`src/rtl/hms_time_counter.sv`:
```
// hms_time_counter: cascaded modulo time-of-day counter (seconds, minutes, hours).
// A 1 Hz tick advances the cascade up or down with carry/borrow between fields.
// A synchronous parallel load and a per-field manual adjust take priority over
// the tick. A registered day_wrap pulse flags a full-day rollover or underflow.
module hms_time_counter #(
    parameter int MOD_S = 60,
    parameter int MOD_M = 60,
    parameter int MOD_H = 24,
    parameter int WS    = 6,
    parameter int WM    = 6,
    parameter int WH    = 5
) (
    input  logic          clk,
    input  logic          reset,
    input  logic          tick,
    input  logic          up_down,
    input  logic          load,
    input  logic [WS-1:0] load_s,
    input  logic [WM-1:0] load_m,
    input  logic [WH-1:0] load_h,
    input  logic          adj_en,
    input  logic [1:0]    adj_sel,
    input  logic          adj_step,
    output logic [WS-1:0] sec,
    output logic [WM-1:0] min,
    output logic [WH-1:0] hr,
    output logic          day_wrap
);

    // Largest legal value of each field.
    localparam logic [WS-1:0] S_MAX = WS'(MOD_S - 1);
    localparam logic [WM-1:0] M_MAX = WM'(MOD_M - 1);
    localparam logic [WH-1:0] H_MAX = WH'(MOD_H - 1);

    // Action selected for the current edge, in priority order.
    typedef enum logic [1:0] {
        OP_HOLD,
        OP_LOAD,
        OP_ADJUST,
        OP_TICK
    } op_t;

    op_t op;

    // Terminal-count detects for both directions.
    logic s_top, s_bot, m_top, m_bot, h_top, h_bot;
    logic s_term, m_term, h_term;
    logic m_step, h_step, wrap_all;

    // One-step advanced value of each field in the up_down direction.
    logic [WS-1:0] s_adv, s_ld;
    logic [WM-1:0] m_adv, m_ld;
    logic [WH-1:0] h_adv, h_ld;

    logic [WS-1:0] sec_n;
    logic [WM-1:0] min_n;
    logic [WH-1:0] hr_n;
    logic          wrap_n;

    // Decode the single action for this edge: load > adjust > tick > hold.
    always_comb begin
        op = OP_HOLD;
        if (load) begin
            op = OP_LOAD;
        end else if (adj_en) begin
            op = OP_ADJUST;
        end else if (tick) begin
            op = OP_TICK;
        end
    end

    // Per-field terminal detects and the combinational carry/borrow chain.
    always_comb begin
        s_top = (sec == S_MAX);
        s_bot = (sec == '0);
        m_top = (min == M_MAX);
        m_bot = (min == '0);
        h_top = (hr == H_MAX);
        h_bot = (hr == '0);

        s_term = up_down ? s_top : s_bot;
        m_term = up_down ? m_top : m_bot;
        h_term = up_down ? h_top : h_bot;

        // Whole cascade resolves in one edge: terminal counts ANDed up the chain.
        m_step   = s_term;
        h_step   = s_term & m_term;
        wrap_all = s_term & m_term & h_term;
    end

    // Modulo +/-1 of each field; shared by tick and adjust.
    always_comb begin
        if (up_down) begin
            s_adv = s_top ? '0 : sec + WS'(1);
            m_adv = m_top ? '0 : min + WM'(1);
            h_adv = h_top ? '0 : hr + WH'(1);
        end else begin
            s_adv = s_bot ? S_MAX : sec - WS'(1);
            m_adv = m_bot ? M_MAX : min - WM'(1);
            h_adv = h_bot ? H_MAX : hr - WH'(1);
        end
    end

    // Out-of-range load values are replaced by zero, field by field.
    always_comb begin
        s_ld = (load_s > S_MAX) ? '0 : load_s;
        m_ld = (load_m > M_MAX) ? '0 : load_m;
        h_ld = (load_h > H_MAX) ? '0 : load_h;
    end

    // Next-state selection for the three fields and the wrap pulse.
    always_comb begin
        sec_n  = sec;
        min_n  = min;
        hr_n   = hr;
        wrap_n = 1'b0;
        unique case (op)
            OP_LOAD: begin
                sec_n = s_ld;
                min_n = m_ld;
                hr_n  = h_ld;
            end
            OP_ADJUST: begin
                // Adjust steps only the selected field; no carry leaves it.
                if (adj_step) begin
                    case (adj_sel)
                        2'd0:    sec_n = s_adv;
                        2'd1:    min_n = m_adv;
                        2'd2:    hr_n  = h_adv;
                        default: ;
                    endcase
                end
            end
            OP_TICK: begin
                sec_n = s_adv;
                if (m_step) begin
                    min_n = m_adv;
                end
                if (h_step) begin
                    hr_n = h_adv;
                end
                wrap_n = wrap_all;
            end
            default: ;
        endcase
    end

    // Field and pulse registers; asynchronous reset clears everything.
    always_ff @(posedge clk or posedge reset) begin
        if (reset) begin
            sec      <= '0;
            min      <= '0;
            hr       <= '0;
            day_wrap <= 1'b0;
        end else begin
            sec      <= sec_n;
            min      <= min_n;
            hr       <= hr_n;
            day_wrap <= wrap_n;
        end
    end

endmodule

```
`config.mk`:
```
export PLATFORM = sky130hd
export DESIGN_NAME = hms_time_counter
export DESIGN_NICKNAME = d
export VERILOG_FILES = /design/src/rtl/hms_time_counter.sv
export SDC_FILE = /design/constraint.sdc
export NUM_CORES = 1
export LEC_CHECK = 0
export CAP_MARGIN = 25
export CORE_UTILIZATION = 45
export DETAILED_ROUTE_END_ITERATION = 10
export PLACE_DENSITY = 0.77
export SLEW_MARGIN = 20
export SYNTH_ARGS = -nofsm -noshare
export SYNTH_HDL_FRONTEND = slang
export SYNTH_SLANG_ARGS = --single-unit
```
`constraint.sdc`:
```
create_clock -name clk -period 1.9 [get_ports clk]
set_clock_uncertainty 0.05 [all_clocks]
set_input_delay 0.285 -clock clk [delete_from_list [all_inputs] [get_ports clk]]
set_output_delay 0.285 -clock clk [all_outputs]
set_load 0.005 [all_outputs]
```
Word-level counts from Yosys, hierarchy flattened

Index checks and enable logic that the tools add are counted.

Bits in registers: 18
Latch bits: 0
Memory bits (writable): 0
Bits in read-only memories: 0
Input port bits: 26
Output and inout bits: 18
Logic and storage cells: 67
Memories kept: 0

Add/sub/neg operators: 6
Multiply operators: 0
Div/mod/pow operators: 0
$lt $le $gt $ge: 3
Equal/unequal tests: 14
Shift operators: 0
Mux-type cells: 30
Bitwise operators: 2
Reduce and logical (&&, ||, !) cells: 8

Operators with widths:

| kind                                                   | number |
|---|---|
| 2-to-1 mux 6 bit                                       | 13 |
| case mux 6 bit (3 select lines)                        | 2 |
| 2-to-1 mux 5 bit                                       | 7 |
| case mux 5 bit (3 select lines)                        | 1 |
| adder 6 x 1 -> 6 bit (second input constant)           | 2 |
| equality test 6 bit (second input constant)            | 2 |
| greater-than comparator 6 bit (second input constant)  | 2 |
| logical NOT 6 bit                                      | 2 |
| subtractor 6 x 1 -> 6 bit (second input constant)      | 2 |
| inequality test 2 bit (second input constant)          | 4 |
| AND reduction 4 bit                                    | 2 |
| equality test 2 bit (second input constant)            | 3 |
| 2-to-1 mux 2 bit                                       | 3 |
| adder 5 x 1 -> 5 bit (second input constant)           | 1 |
| equality test 5 bit (second input constant)            | 1 |
| greater-than comparator 5 bit (second input constant)  | 1 |
| logical NOT 5 bit                                      | 1 |
| subtractor 5 x 1 -> 5 bit (second input constant)      | 1 |
| equality test 2 x 1 -> 1 bit (second input constant)   | 2 |
| 2-to-1 mux 1 bit                                       | 4 |
| inequality test 2 x 1 -> 1 bit (second input constant) | 2 |
| AND reduction 3 bit                                    | 1 |
| nonzero test 3 bit                                     | 1 |
| AND 1 bit                                              | 2 |
| logical NOT 2 bit                                      | 1 |

Longest topological paths before layout

Depth in word-level cells: 6
Gate-level depth with buffers: 7

Worst setup path before layout

OpenSTA, ideal clock, no wires.

Kind: register to register
Start point: reg sec[0]
End point: reg min[2]
Setup time: 0.125 ns
Data arrival time: 1.744 ns
Data required time: 1.725 ns
Slack: -0.019 ns
Cell stages (with the launch flop): 8
Period minus slack after synthesis: 1.919 ns
Cells stage by stage: dfrtp_1 > ha_1 > and4b_1 > nand3_2 > a21oi_1 > or2_1 > buf_6 > mux2_4

Cells in the longest elaborated chain, start to end: 4

Ends and longest elaborated chain:

| what                                                            | line   | source |
|---|---|---|
| start: declaration                                              | 24     | `output logic [WS-1:0] sec,` |
| start signal: assignment                                        | 156    | `sec <= sec_n;` |
| equality test 6 bit / logical NOT 6 bit (equally long branches) | 74, 75 |  |
| 2-to-1 mux 1 bit (*)                                            | 81     | `s_term = up_down ? s_top : s_bot;` |
| inequality test 2 bit (no line) (*)                             | --     |  |
| AND reduction 4 bit (no line) (*)                               | --     |  |
| end signal: assignment                                          | 157    | `min <= min_n;` |
| end: declaration                                                | 25     | `output logic [WM-1:0] min,` |

Mark *: on every way between the ends. The rest lies on a longest branch, timed or not.
A chain may end at the register's enable or synchronous reset.

Worst setup path after layout

Start point: reg min[1]
End point: reg hr[3]

Cells in the longest elaborated chain, start to end: 5

Ends and longest elaborated chain:

| what                                                            | line   | source |
|---|---|---|
| equality test 6 bit / logical NOT 6 bit (equally long branches) | 76, 77 |  |
| 2-to-1 mux 1 bit (*)                                            | 82     | `m_term = up_down ? m_top : m_bot;` |
| AND 1 bit (*)                                                   | 87     | `h_step = s_term & m_term;` |
| inequality test 2 bit (no line) (*)                             | --     |  |
| AND reduction 4 bit (no line) (*)                               | --     |  |
| end signal: assignment                                          | 158    | `hr <= hr_n;` |
| end: declaration                                                | 26     | `output logic [WH-1:0] hr,` |

Marked as above.

==> results_dict.tcl <==
set metrics [dict create \
    status "finished clean" \
    dp_slack_ps -292 \
    syn_to_final_growth_pct 53.2 \
    worst_hold_path_type "input port to async pin" \
    initial_core_util_pct 48.2 \
    fin_nets 337 \
    drv_cap 0 \
    yosysWarnings 0 \
    synth_area_per_cell_sq_um 8.54 \
    p_per_area_mw_per_mm2 736 \
    cts_made_buffers 3 \
    yosys-mux-area-fraction_pct 5.37 \
    p_total_uw 2050 \
    crit_path_max_fanout 3 \
    reg2reg_depth 6 \
    fmax_mhz 534 \
    drive_gt1_share_pct 29.1 \
    clkTransAtPathRegs_ps 80 \
    slew_violations 0 \
    track_usage_pct 27.5 \
    synth_compound_area_share_pct 28.9 \
    grt_max_degree 13 \
    dr.pass1.iters 5 \
    clock_path_buffers 2 \
    ys.flop_type "dfrtp_1" \
    first_global_vias 2016 \
    routabilityCongestion 1.03 \
    coreArea_sq_mm 0.00377 \
    hpwlAfterDp_microns 4370 \
    synth-seq-cells 18 \
    root_buffer "clkbuf_8" \
    ys_seq_area_share_pct 24.8 \
    routedWlPerCell_microns 16.9 \
    synth_top_family_by_area "compound AO/OA/AOI/OAI gates" \
    synth_xor_area_share_pct 5.78 \
    synth_largest_area_cell "dfrtp_1" \
    cts_tree "yes" \
    cts_num_sinks 18 \
    synth_fa_ha_area_share_pct 5.51 \
    grt_pass1_wl_microns 9170 \
    finalHoldViolCount 0 \
    core.rowCount 22 \
    reg2reg_to "hr[3]$_DFFE_PP0P_" \
    vias 2104 \
    rr_startpoint "min[1]$_DFFE_PP0P_" \
    finalWirelength_microns 5910 \
    clock_latency_ps 250 \
    p_leak_uw 0.00121 \
    dieArea_sq_mm 0.00430 \
    die_w_microns 65.6 \
    worst_slack_ps 28.8 \
    gr-total-overflow 0 \
    drtIter0Drc 236 \
    synth_edf_count 0 \
    synth_cells 213 \
    htreeDepth 1 \
    syn-cell-area_sq_mm 0.00182 \
    cp.arrival_ps 1960 \
    rrSetupSlack_ps 30 \
    crit_path_start_kind "register" \
    fin_util_pct 73.9 \
    yosys.area_share.simple_pct 22.1 \
    layout_min_cycle_time_ps 1870 \
    yosysMostFrequentCell "a21oi_1" \
    setup_viol 0 \
    antenna_cells 0 \
    fin_area_sq_mm 0.00279 \
    vias_per_cell 6.01 \
    synth_nets 247 \
    synth.top_cells.by_area "dfrtp_1 (25%), a21oi_1 (6.1%), ha_1 (5.5%)" \
    die_height_microns 65.6 \
    place_area_sq_mm 0.00261 \
    worst_pin_slew_ps 459 \
    fin_crit_sh_pct 98.5 \
    yosys-top-cells-count "a21oi_1 (22), dfrtp_1 (18), inv_1 (14), nand2_1 (13), o21ai_0 (10)" \
    crit_path_start "min[1]$_DFFE_PP0P_" \
    synth_top_area_share_pct 24.8 \
    worst-endpoint-required_ps 1990 \
    io_pins 44 \
    drc 0 \
    slew-limit-headroom_pct 69.0 \
    ir_worst_vdd_uv 417 \
    synth_cell_type_count 57 \
    critPathKind "register to register" \
    port_buffers 43 \
    antenna_found_initial 0 \
    cp-end-kind "register" \
    ys_async_sr_fraction_pct 100 \
    antenna_left 0 \
]
layout make-up:
type | count | area (sq um)
Clock buffer | 4 | 55.1
Fill cell | 283 | 986
Inverter | 14 | 52.6
Multi-Input combinational cell | 168 | 1320
Sequential cell | 18 | 453
Tap cell | 48 | 60.1
Timing Repair Buffer | 98 | 846
routing by layer:
metal / wire length, microns / vias up / global-route usage, %
li1: - / 979 / -
met1: 2560 / 992 / 37.3
met2: 2770 / 119 / 44.7
met3: 482 / 14 / 3.99
met4: 94 / 0 / 8.70
met5: 0 / - / 0
cell families (layout without fill, tap and decap cells):
| kind of cell | count (synthesis) | after routing |
|---|---|---|
| mux | 8 | 8 |
| fa+ha+maj | 8 | 8 |
| flops | 18 | 18 |
| compound gates | 76 | 76 |
| buf+inv | 27 | 116 |
| simple gates | 64 | 64 |
| xor+xnor | 12 | 12 |
worst max path at each step:
stage | end | depth (start not counted)
2_1_floorplan | min[2]$_DFFE_PP0P_ | 7
3_3_place_gp | hr[0]$_DFFE_PP0P_ | 6
3_5_place_dp | day_wrap$_DFF_PP0_ | 5
4_1_cts | day_wrap$_DFF_PP0_ | 5
5_1_grt | hr[3]$_DFFE_PP0P_ | 5
6_report | hr[3]$_DFFE_PP0P_ | 6
flip-flops by register name, indices dropped and copies added (netlist names):
register	flops
hr	5
min	6
day_wrap	1
sec	6
power by group:
part	leakage (uW)	internal (uW)	switching (uW)
combinational	0.000965	633	516
sequential	0.000213	459	116
clock	0.0000288	184	142
total	0.00121	1280	774
worst max-delay path, stage by stage (launching register included):
cell       delay [ps]
dfrtp_1           400
ha_1              190
and4b_1           260
and3_4            230
o2bb2ai_4          90
a21boi_4          190
mux2_2            350
repair_timing:
| item | in CTS | in global routing |
|---|---|---|
| pin swaps | 1 | 6 |
| endpoints found under the setup margin | 6 | 10 |
| resized for setup | 2 | 18 |
| setup buffers | 2 | 2 |
| hold buffers | 0 | 0 |
placed cells by master (no fill, tap or decap), types with 4 or more instances in the layout:
| cell type | instances |
|---|---|
| ha_1 | 4 |
| inv_1 | 12 |
| a31oi_1 | 6 |
| buf_4 | 55 |
| dfrtp_1 | 16 |
| clkdlybuf4s50_1 | 42 |
| and3_1 | 5 |
| nand2_1 | 13 |
| o211ai_1 | 5 |
| nor2_1 | 9 |
| xor2_1 | 6 |
| nor3_1 | 5 |
| nand3_1 | 5 |
| clkbuf_8 | 4 |
| o31ai_1 | 4 |
| a21oi_1 | 20 |
| xnor2_1 | 6 |
| o21ai_0 | 10 |
stage by stage:
stage                     setup TNS (ps)  hold slack (ps)  cells
after floorplan                        0              174    213
after global placement             -1470              485    342
after detailed placement           -1940              492    342
after CTS                              0              253    348
after global routing                -117              263    350
final                                  0              241    350
(Power assumes the default switching activity.)
